$ cat config.mk
export PLATFORM = sky130hd
export DESIGN_NAME = fb_mem_arbiter
export DESIGN_NICKNAME = d
export VERILOG_FILES = /design/src/rtl/fb_arb_pkg.sv /design/src/rtl/fb_arb_tag_fifo.sv /design/src/rtl/fb_mem_arbiter.sv
export SDC_FILE = /design/constraint.sdc
export NUM_CORES = 1
export LEC_CHECK = 0
export BUFFER_PORTS_ARGS = -buffer_cell sky130_fd_sc_hd__buf_2
export CAP_MARGIN = 20
export CORE_MARGIN = 1
export CORE_UTILIZATION = 30
export DETAILED_ROUTE_END_ITERATION = 10
export GPL_TIMING_DRIVEN = 0
export PLACE_DENSITY = 0.57
export SYNTH_ARGS = -nofsm -noshare
export SYNTH_HDL_FRONTEND = slang
export SYNTH_SLANG_ARGS = --single-unit
$ cat constraint.sdc
create_clock -name clk -period 15.41 [get_ports clk]
set_input_delay 3.082 -clock clk [delete_from_list [all_inputs] [get_ports clk]]
set_output_delay 3.082 -clock clk [all_outputs]
set_load 0.03 [all_outputs]
$ cat src/rtl/fb_arb_pkg.sv
// Shared types and helpers for the framebuffer memory arbiter.
package fb_arb_pkg;

    localparam int N_REQ = 3;

    typedef enum logic [1:0] {
        REQ_SCAN = 2'd0,
        REQ_RAS  = 2'd1,
        REQ_CPU  = 2'd2
    } req_id_t;

    // Next requester in round-robin order scan -> ras -> cpu -> scan.
    function automatic req_id_t rr_next(input req_id_t id);
        req_id_t nxt;
        case (id)
            REQ_SCAN: nxt = REQ_RAS;
            REQ_RAS:  nxt = REQ_CPU;
            REQ_CPU:  nxt = REQ_SCAN;
            default:  nxt = REQ_SCAN;
        endcase
        return nxt;
    endfunction

    // Select one requester's bit out of a per-requester vector.
    function automatic logic req_bit(input logic [N_REQ-1:0] vec, input req_id_t id);
        logic b;
        case (id)
            REQ_SCAN: b = vec[0];
            REQ_RAS:  b = vec[1];
            REQ_CPU:  b = vec[2];
            default:  b = 1'b0;
        endcase
        return b;
    endfunction

endpackage

$ cat src/rtl/fb_arb_tag_fifo.sv
// Register FIFO of requester ids for outstanding memory reads.
// Responses come back in issue order, so the head names the next reader.
module fb_arb_tag_fifo
    import fb_arb_pkg::*;
#(
    parameter int DEPTH = 8
) (
    input  logic                   clk,
    input  logic                   reset,
    input  logic                   push_i,
    input  req_id_t                push_id_i,
    input  logic                   pop_i,
    output req_id_t                head_o,
    output logic [$clog2(DEPTH):0] count_o,
    output logic                   full_o,
    output logic                   empty_o
);

    localparam int PTR_W = $clog2(DEPTH);
    localparam int CNT_W = PTR_W + 1;
    localparam logic [CNT_W-1:0] FULL_CNT = CNT_W'(DEPTH);

    req_id_t          mem_q [DEPTH];
    logic [PTR_W-1:0] wr_ptr_q;
    logic [PTR_W-1:0] wr_ptr_d;
    logic [PTR_W-1:0] rd_ptr_q;
    logic [PTR_W-1:0] rd_ptr_d;
    logic [CNT_W-1:0] cnt_q;
    logic [CNT_W-1:0] cnt_d;
    logic             do_push_s;
    logic             do_pop_s;

    assign full_o    = (cnt_q == FULL_CNT);
    assign empty_o   = (cnt_q == {CNT_W{1'b0}});
    assign count_o   = cnt_q;
    assign head_o    = mem_q[rd_ptr_q];
    // A pop on a full FIFO frees the slot the same-cycle push lands in.
    assign do_pop_s  = pop_i && !empty_o;
    assign do_push_s = push_i && (!full_o || do_pop_s);

    // Pointer and occupancy next-state.
    always_comb begin
        wr_ptr_d = wr_ptr_q;
        rd_ptr_d = rd_ptr_q;
        cnt_d    = cnt_q;
        if (do_push_s) begin
            wr_ptr_d = wr_ptr_q + PTR_W'(1'b1);
        end else begin
            wr_ptr_d = wr_ptr_q;
        end
        if (do_pop_s) begin
            rd_ptr_d = rd_ptr_q + PTR_W'(1'b1);
        end else begin
            rd_ptr_d = rd_ptr_q;
        end
        if (do_push_s && !do_pop_s) begin
            cnt_d = cnt_q + CNT_W'(1'b1);
        end else if (!do_push_s && do_pop_s) begin
            cnt_d = cnt_q - CNT_W'(1'b1);
        end else begin
            cnt_d = cnt_q;
        end
    end

    // Pointer and occupancy registers.
    always_ff @(posedge clk or posedge reset) begin
        if (reset) begin
            wr_ptr_q <= {PTR_W{1'b0}};
            rd_ptr_q <= {PTR_W{1'b0}};
            cnt_q    <= {CNT_W{1'b0}};
        end else begin
            wr_ptr_q <= wr_ptr_d;
            rd_ptr_q <= rd_ptr_d;
            cnt_q    <= cnt_d;
        end
    end

    // Tag storage; cleared so a reset never leaves stale ids visible.
    always_ff @(posedge clk or posedge reset) begin
        if (reset) begin
            for (int i = 0; i < DEPTH; i++) begin
                mem_q[i] <= REQ_SCAN;
            end
        end else if (do_push_s) begin
            mem_q[wr_ptr_q] <= push_id_i;
        end
    end

endmodule

$ cat src/rtl/fb_mem_arbiter.sv
// Three-way Avalon-MM arbiter for the framebuffer memory port.
// Round-robin between scan-out, rasterizer and CPU, with an urgent override
// for scan-out. A stalled grant is locked until the memory accepts it.
// Read responses are routed back through a tag FIFO, one cycle late.
module fb_mem_arbiter
    import fb_arb_pkg::*;
#(
    parameter int ADDR_W   = 32,
    parameter int DATA_W   = 32,
    parameter int MAX_PEND = 8
) (
    input  logic                clk,
    input  logic                reset,
    // scan-out prefetch (read only)
    input  logic [ADDR_W-1:0]   scan_address,
    input  logic                scan_read,
    input  logic                scan_urgent,
    output logic                scan_waitrequest,
    output logic [DATA_W-1:0]   scan_readdata,
    output logic                scan_readdatavalid,
    // rasterizer pixel writer (write only)
    input  logic [ADDR_W-1:0]   ras_address,
    input  logic                ras_write,
    input  logic [DATA_W-1:0]   ras_writedata,
    input  logic [DATA_W/8-1:0] ras_byteenable,
    output logic                ras_waitrequest,
    // CPU data master
    input  logic [ADDR_W-1:0]   cpu_address,
    input  logic                cpu_read,
    input  logic                cpu_write,
    input  logic [DATA_W-1:0]   cpu_writedata,
    input  logic [DATA_W/8-1:0] cpu_byteenable,
    output logic                cpu_waitrequest,
    output logic [DATA_W-1:0]   cpu_readdata,
    output logic                cpu_readdatavalid,
    // framebuffer memory
    output logic [ADDR_W-1:0]   m_address,
    output logic                m_read,
    output logic                m_write,
    output logic [DATA_W-1:0]   m_writedata,
    output logic [DATA_W/8-1:0] m_byteenable,
    input  logic                m_waitrequest,
    input  logic [DATA_W-1:0]   m_readdata,
    input  logic                m_readdatavalid,
    output logic                err_orphan
);

    localparam int BE_W  = DATA_W / 8;
    localparam int CNT_W = $clog2(MAX_PEND) + 1;
    localparam logic [CNT_W-1:0] PEND_LIMIT = CNT_W'(MAX_PEND);

    // arbitration state
    req_id_t           rr_ptr_q,  rr_ptr_d;
    logic              lock_q,    lock_d;
    req_id_t           lock_id_q, lock_id_d;

    // response state
    logic              scan_rdv_q,   scan_rdv_d;
    logic              cpu_rdv_q,    cpu_rdv_d;
    logic [DATA_W-1:0] scan_rdata_q, scan_rdata_d;
    logic [DATA_W-1:0] cpu_rdata_q,  cpu_rdata_d;
    logic              err_orphan_q, err_orphan_d;

    // combinational
    logic [N_REQ-1:0]  elig_s;
    logic              pend_ok_s;
    req_id_t           cand1_s, cand2_s;
    logic              grant_vld_s;
    req_id_t           grant_id_s;
    logic              presented_s;
    logic              accept_s;
    logic              acc_is_read_s;

    // tag FIFO
    logic [CNT_W-1:0]  pend_cnt_s;
    logic              fifo_full_s;
    logic              fifo_empty_s;
    logic              fifo_push_s;
    logic              fifo_pop_s;
    req_id_t           fifo_head_s;

    // Reads need a free tag slot; writes never wait on outstanding reads.
    assign pend_ok_s = (pend_cnt_s < PEND_LIMIT);
    assign elig_s    = {(cpu_write || (cpu_read && pend_ok_s)),
                        ras_write,
                        (scan_read && pend_ok_s)};
    assign cand1_s   = rr_next(rr_ptr_q);
    assign cand2_s   = rr_next(cand1_s);

    // Grant selection: lock first, then urgent scan-out, then round-robin.
    always_comb begin
        grant_vld_s = 1'b0;
        grant_id_s  = REQ_SCAN;
        if (reset) begin
            grant_vld_s = 1'b0;
            grant_id_s  = REQ_SCAN;
        end else if (lock_q) begin
            grant_vld_s = 1'b1;
            grant_id_s  = lock_id_q;
        end else if (elig_s[0] && scan_urgent) begin
            grant_vld_s = 1'b1;
            grant_id_s  = REQ_SCAN;
        end else if (req_bit(elig_s, rr_ptr_q)) begin
            grant_vld_s = 1'b1;
            grant_id_s  = rr_ptr_q;
        end else if (req_bit(elig_s, cand1_s)) begin
            grant_vld_s = 1'b1;
            grant_id_s  = cand1_s;
        end else if (req_bit(elig_s, cand2_s)) begin
            grant_vld_s = 1'b1;
            grant_id_s  = cand2_s;
        end else begin
            grant_vld_s = 1'b0;
            grant_id_s  = REQ_SCAN;
        end
    end

    // Command mux to memory; a CPU read+write collision is issued as a write.
    always_comb begin
        m_read        = 1'b0;
        m_write       = 1'b0;
        m_address     = {ADDR_W{1'b0}};
        m_writedata   = {DATA_W{1'b0}};
        m_byteenable  = {BE_W{1'b0}};
        acc_is_read_s = 1'b0;
        if (grant_vld_s) begin
            case (grant_id_s)
                REQ_SCAN: begin
                    m_read        = scan_read;
                    m_address     = scan_address;
                    m_byteenable  = {BE_W{1'b1}};
                    acc_is_read_s = 1'b1;
                end
                REQ_RAS: begin
                    m_write      = ras_write;
                    m_address    = ras_address;
                    m_writedata  = ras_writedata;
                    m_byteenable = ras_byteenable;
                end
                REQ_CPU: begin
                    m_write       = cpu_write;
                    m_read        = cpu_read && !cpu_write;
                    m_address     = cpu_address;
                    m_writedata   = cpu_writedata;
                    m_byteenable  = cpu_byteenable;
                    acc_is_read_s = cpu_read && !cpu_write;
                end
                default: begin
                    m_read  = 1'b0;
                    m_write = 1'b0;
                end
            endcase
        end else begin
            m_read  = 1'b0;
            m_write = 1'b0;
        end
    end

    assign presented_s = m_read || m_write;
    assign accept_s    = presented_s && !m_waitrequest;

    assign scan_waitrequest = !(accept_s && (grant_id_s == REQ_SCAN));
    assign ras_waitrequest  = !(accept_s && (grant_id_s == REQ_RAS));
    assign cpu_waitrequest  = !(accept_s && (grant_id_s == REQ_CPU));

    // Lock and round-robin pointer next-state.
    always_comb begin
        lock_d    = 1'b0;
        lock_id_d = lock_id_q;
        rr_ptr_d  = rr_ptr_q;
        if (presented_s && m_waitrequest) begin
            lock_d    = 1'b1;
            lock_id_d = grant_id_s;
        end else begin
            lock_d    = 1'b0;
            lock_id_d = lock_id_q;
        end
        if (accept_s) begin
            rr_ptr_d = rr_next(grant_id_s);
        end else begin
            rr_ptr_d = rr_ptr_q;
        end
    end

    // Arbitration registers.
    always_ff @(posedge clk or posedge reset) begin
        if (reset) begin
            rr_ptr_q  <= REQ_SCAN;
            lock_q    <= 1'b0;
            lock_id_q <= REQ_SCAN;
        end else begin
            rr_ptr_q  <= rr_ptr_d;
            lock_q    <= lock_d;
            lock_id_q <= lock_id_d;
        end
    end

    assign fifo_push_s = accept_s && acc_is_read_s && !fifo_full_s;
    assign fifo_pop_s  = m_readdatavalid && !fifo_empty_s;

    fb_arb_tag_fifo #(
        .DEPTH     (MAX_PEND)
    ) u_tag_fifo (
        .clk       (clk),
        .reset     (reset),
        .push_i    (fifo_push_s),
        .push_id_i (grant_id_s),
        .pop_i     (fifo_pop_s),
        .head_o    (fifo_head_s),
        .count_o   (pend_cnt_s),
        .full_o    (fifo_full_s),
        .empty_o   (fifo_empty_s)
    );

    // Response demux next-state; responses with no tag are dropped and flagged.
    always_comb begin
        scan_rdv_d   = 1'b0;
        cpu_rdv_d    = 1'b0;
        scan_rdata_d = scan_rdata_q;
        cpu_rdata_d  = cpu_rdata_q;
        err_orphan_d = err_orphan_q;
        if (fifo_pop_s) begin
            scan_rdv_d = (fifo_head_s == REQ_SCAN);
            cpu_rdv_d  = (fifo_head_s == REQ_CPU);
        end else begin
            scan_rdv_d = 1'b0;
            cpu_rdv_d  = 1'b0;
        end
        if (scan_rdv_d) begin
            scan_rdata_d = m_readdata;
        end else begin
            scan_rdata_d = scan_rdata_q;
        end
        if (cpu_rdv_d) begin
            cpu_rdata_d = m_readdata;
        end else begin
            cpu_rdata_d = cpu_rdata_q;
        end
        if (m_readdatavalid && fifo_empty_s) begin
            err_orphan_d = 1'b1;
        end else begin
            err_orphan_d = err_orphan_q;
        end
    end

    // Response registers.
    always_ff @(posedge clk or posedge reset) begin
        if (reset) begin
            scan_rdv_q   <= 1'b0;
            cpu_rdv_q    <= 1'b0;
            scan_rdata_q <= {DATA_W{1'b0}};
            cpu_rdata_q  <= {DATA_W{1'b0}};
            err_orphan_q <= 1'b0;
        end else begin
            scan_rdv_q   <= scan_rdv_d;
            cpu_rdv_q    <= cpu_rdv_d;
            scan_rdata_q <= scan_rdata_d;
            cpu_rdata_q  <= cpu_rdata_d;
            err_orphan_q <= err_orphan_d;
        end
    end

    assign scan_readdatavalid = scan_rdv_q;
    assign scan_readdata      = scan_rdata_q;
    assign cpu_readdatavalid  = cpu_rdv_q;
    assign cpu_readdata       = cpu_rdata_q;
    assign err_orphan         = err_orphan_q;

endmodule

==> impl_metrics.toml <==
[status]
outcome = "finished clean"

[final_layout]
final_util = 0.4464
area_growth_pct = 43.83
multiInputGateArea_um2 = 2688
nets = 1056
stdcell_count = 1070
seqCellArea_um2 = 2452
num-fill-cells = 1734
drive_above_1_share = 0.5452

[global_routing]
grt_pass1_wl_um = 30350
grt.total_usage = 0.2196
grt_max_degree = 63
grtUsageMet3 = 0.09098
grtUsageMet2 = 0.3494
grt_pass1_vias = 5296
top_usage_layer = "met2"
overflow = 0
grt_antenna_before_repair = 11
globalRouteMet1Util = 0.2674

[critical_path]
worstSetupPathType = "in -> out"
start_kind = "primary input"
cp_slowest_cell = "clkbuf_1"
max_stage_delay_ns = 0.42
cp_data_required_time_ns = 12.33
path_cells = "buf_2, a21oi_1, o21a_1, clkbuf_1, o211ai_1, o22ai_1, clkbuf_1, ha_1, clkbuf_1, clkbuf_1, clkbuf_1, a22oi_1, nor2_1, buf_2"
cp.arrival_ns = 6.58
path_common_cell = "clkbuf_1"
worstSetupEndpointType = "output port"
worstPathMaxFanout = 11

[synthesis]
yosys.area.top_type = "dfrtp_1"
yosysSeqAreaShare = 0.4521
synth_edf_count = 0
syn_area_per_cell_um2 = 11.42
yosysWarnings = 0
ys.flop_type = "dfrtp_1"
syn_nets = 696
synth_area_um2 = 5424
yosysTopAreaCellShare = 0.4521
ys_ff_latch = 98
synthCells = 475
synth-async-reset-ratio = 1.000
synthTopCellsByArea = "dfrtp_1 (45%), mux2_2 (10%), mux2_4 (8.0%)"
yosys.cell_types.count = 45

[routing]
postRouteAntennaNets = 0
drt-total-wl_um = 20980
vias = 5461
post_drt_wl_per_cell_um = 19.61
drt-vias-per-instance = 5.104
dr.first_iter.drc_count = 385
first_pass_iters = 7
drcViolationCount = 0

[clock_network]
clockBufferDepth = 2
ctsHtreeMaxLevel = 3
cts_resized = 0
postCtsHoldBufs = 0
insertion_delay_ns = 0.35
clkSinkCount = 98
cts_made_buffers = 9
cts_setup_buffers = 0
clk_pin_slew_ns = 0.06
cts_root_buf = "clkbuf_16"
cts_tree = "built"

[timing]
slew_violations = 0
finalCritPeriodShare = 0.6270
max_freq_mhz = 103.5
whs_ns = 0.4843
final.setup.tns_ns = 0
rsz0062_at_grt = "no"
worst_pin_slew_ns = 0.7709
final_hold_viol_count = 0
skew_ns = 0.01028
period_needed_ns = 9.662
relSlewSlack = 0.4850
finalSetupViolCount = 0

[floorplanning]
die_area_um2 = 18620
dieWidth_um = 136.5
num_rows = 48
start_util = 0.3104
floorplan.core_area_um2 = 17480
pin_count = 349
die_y_um = 136.5

[flow_run]
drv_cap = 0

[place]
dp_cells = 1049
dp_hpwl_um = 17100
place_congestion = 0.9950
portBuffers = 348

[power_and_ir_drop]
worst_ir_drop_vdd_mv = 0.1314
p_leak_nw = 4.065
p_per_area_nw_per_um2 = 193.8

[worst_hold_path]
hold_class = "reg -> reg"
cells in the mapped netlist, types with 2 or more instances:
cell type / count
ha_1: 11
a21oi_1: 5
mux2_4: 29
o211ai_1: 4
o22ai_1: 3
mux4_2: 2
a221oi_1: 4
buf_2: 2
clkbuf_1: 28
mux4_1: 2
dfrtp_1: 98
o21ai_1: 3
nand2_1: 12
nand3_1: 3
or3_1: 3
o211a_1: 2
nor3_1: 5
inv_1: 14
buf_6: 5
nor2b_1: 13
nor4_1: 6
mux2_2: 48
a21o_1: 2
a22oi_1: 33
a222oi_1: 32
nor2_1: 74
xnor2_1: 6
xor2_1: 2
o21ai_0: 4
nand2b_1: 3
buf_12: 3
cells by family (layout without fill, tap and decap cells):
logic type                 Yosys count  after routing  share of synthesized area
AOI/OAI and AO/OA                  101            101                     0.1539
adders and majority gates           12             12                    0.02907
buffers and inverters               52            417                    0.05236
DFF                                 98             98                     0.4521
xor gates and xnor gates             8              8                    0.01292
and+or+nand+nor                    123            123                     0.1017
muxes                               81             81                     0.1979
other                                0              5                          0
worst paths after layout:
check                                       start                endpoint  slack [ns]  cells past startpoint
setup reg to reg            u_tag_fifo.count_o[3]   u_tag_fifo.count_o[3]       10.65                     20
max in group asynchronous                   reset        cpu_readdata[18]       11.93                      3
hold reg to reg            u_tag_fifo.rd_ptr_q[2]  u_tag_fifo.rd_ptr_q[2]        0.48                      1
min in group asynchronous                   reset     u_tag_fifo.mem_q[1]        2.81                      2
hold / removal             u_tag_fifo.rd_ptr_q[2]  u_tag_fifo.rd_ptr_q[2]        0.48                      1
setup / recovery                            reset         m_writedata[13]        5.75                     14
placed cells by master (no fill, tap or decap), types with 3 or more instances in the layout:
| cell | synthesis | final |
|---|---|---|
| a21oi_1 | 5 | 5 |
| a221oi_1 | 4 | 4 |
| a222oi_1 | 32 | 32 |
| a22oi_1 | 33 | 33 |
| buf_12 | 3 | 3 |
| buf_2 | 2 | 350 |
| buf_6 | 5 | 5 |
| clkbuf_1 | 28 | 28 |
| clkbuf_16 | 0 | 9 |
| dfrtp_1 | 98 | 98 |
| diode_2 | 0 | 5 |
| ha_1 | 11 | 11 |
| inv_1 | 14 | 13 |
| mux2_2 | 48 | 48 |
| mux2_4 | 29 | 29 |
| nand2_1 | 12 | 12 |
| nand2b_1 | 3 | 3 |
| nand3_1 | 3 | 3 |
| nor2_1 | 74 | 74 |
| nor2b_1 | 13 | 13 |
| nor3_1 | 5 | 5 |
| nor4_1 | 6 | 6 |
| o211ai_1 | 4 | 4 |
| o21ai_0 | 4 | 4 |
| o21ai_1 | 3 | 3 |
| o22ai_1 | 3 | 3 |
| or3_1 | 3 | 3 |
| xnor2_1 | 6 | 6 |
registers in the layout, summed over array words and instances, names as in the netlist:
name and cells:
cpu_readdata 32, lock_id_q 2, scan_readdatavalid 1, u_tag_fifo.rd_ptr_q 3
scan_readdata 32, cpu_readdatavalid 1, u_tag_fifo.count_o 4, lock_q 1
err_orphan 1, rr_ptr_q 2, u_tag_fifo.mem_q 16, u_tag_fifo.wr_ptr_q 3
worst max-delay path, delay by kind of cell:
family	cells	cell delay [ns]
AND/OR/NAND/NOR	1	0.27
AO/OA/AOI/OAI	5	0.75
buffers and inverters	7	2.24
adder cells (fa/ha/maj)	1	0.23
stage by stage:
stage          setup WS (ns)  area, um^2  power (mW)
2_1_floorplan          5.137        5424       1.045
3_3_place_gp           3.400        7447       1.278
3_5_place_dp           5.808        7477       1.286
4_1_cts                5.786        7789       1.525
5_1_grt                5.298        7799       1.606
6_report               5.748        7801       1.512
where the power goes:
group / internal (mW) / switching (mW)
Combinational: 0.333 / 0.510
Clock: 0.133 / 0.101
Sequential: 0.368 / 0.0679
Total: 0.833 / 0.679
area by class of cell:
class / count / area share
tap: 225 / 0.03609
antenna: 5 / 0.001604
clock buffer: 10 / 0.03063
timing repair buffer: 349 / 0.2268
inverter: 14 / 0.007057
clock inverter: 6 / 0.009302
buffer: 38 / 0.02967
sequential: 98 / 0.3144
multi-input combinational: 325 / 0.3445
routing by layer:
metal / vias up / part of all wire
li1: 2515 / -
met4: 8 / 0.021
met5: - / 0.0028
met3: 41 / 0.11
met1: 2589 / 0.40
met2: 308 / 0.47
(Power assumes the default switching activity.)
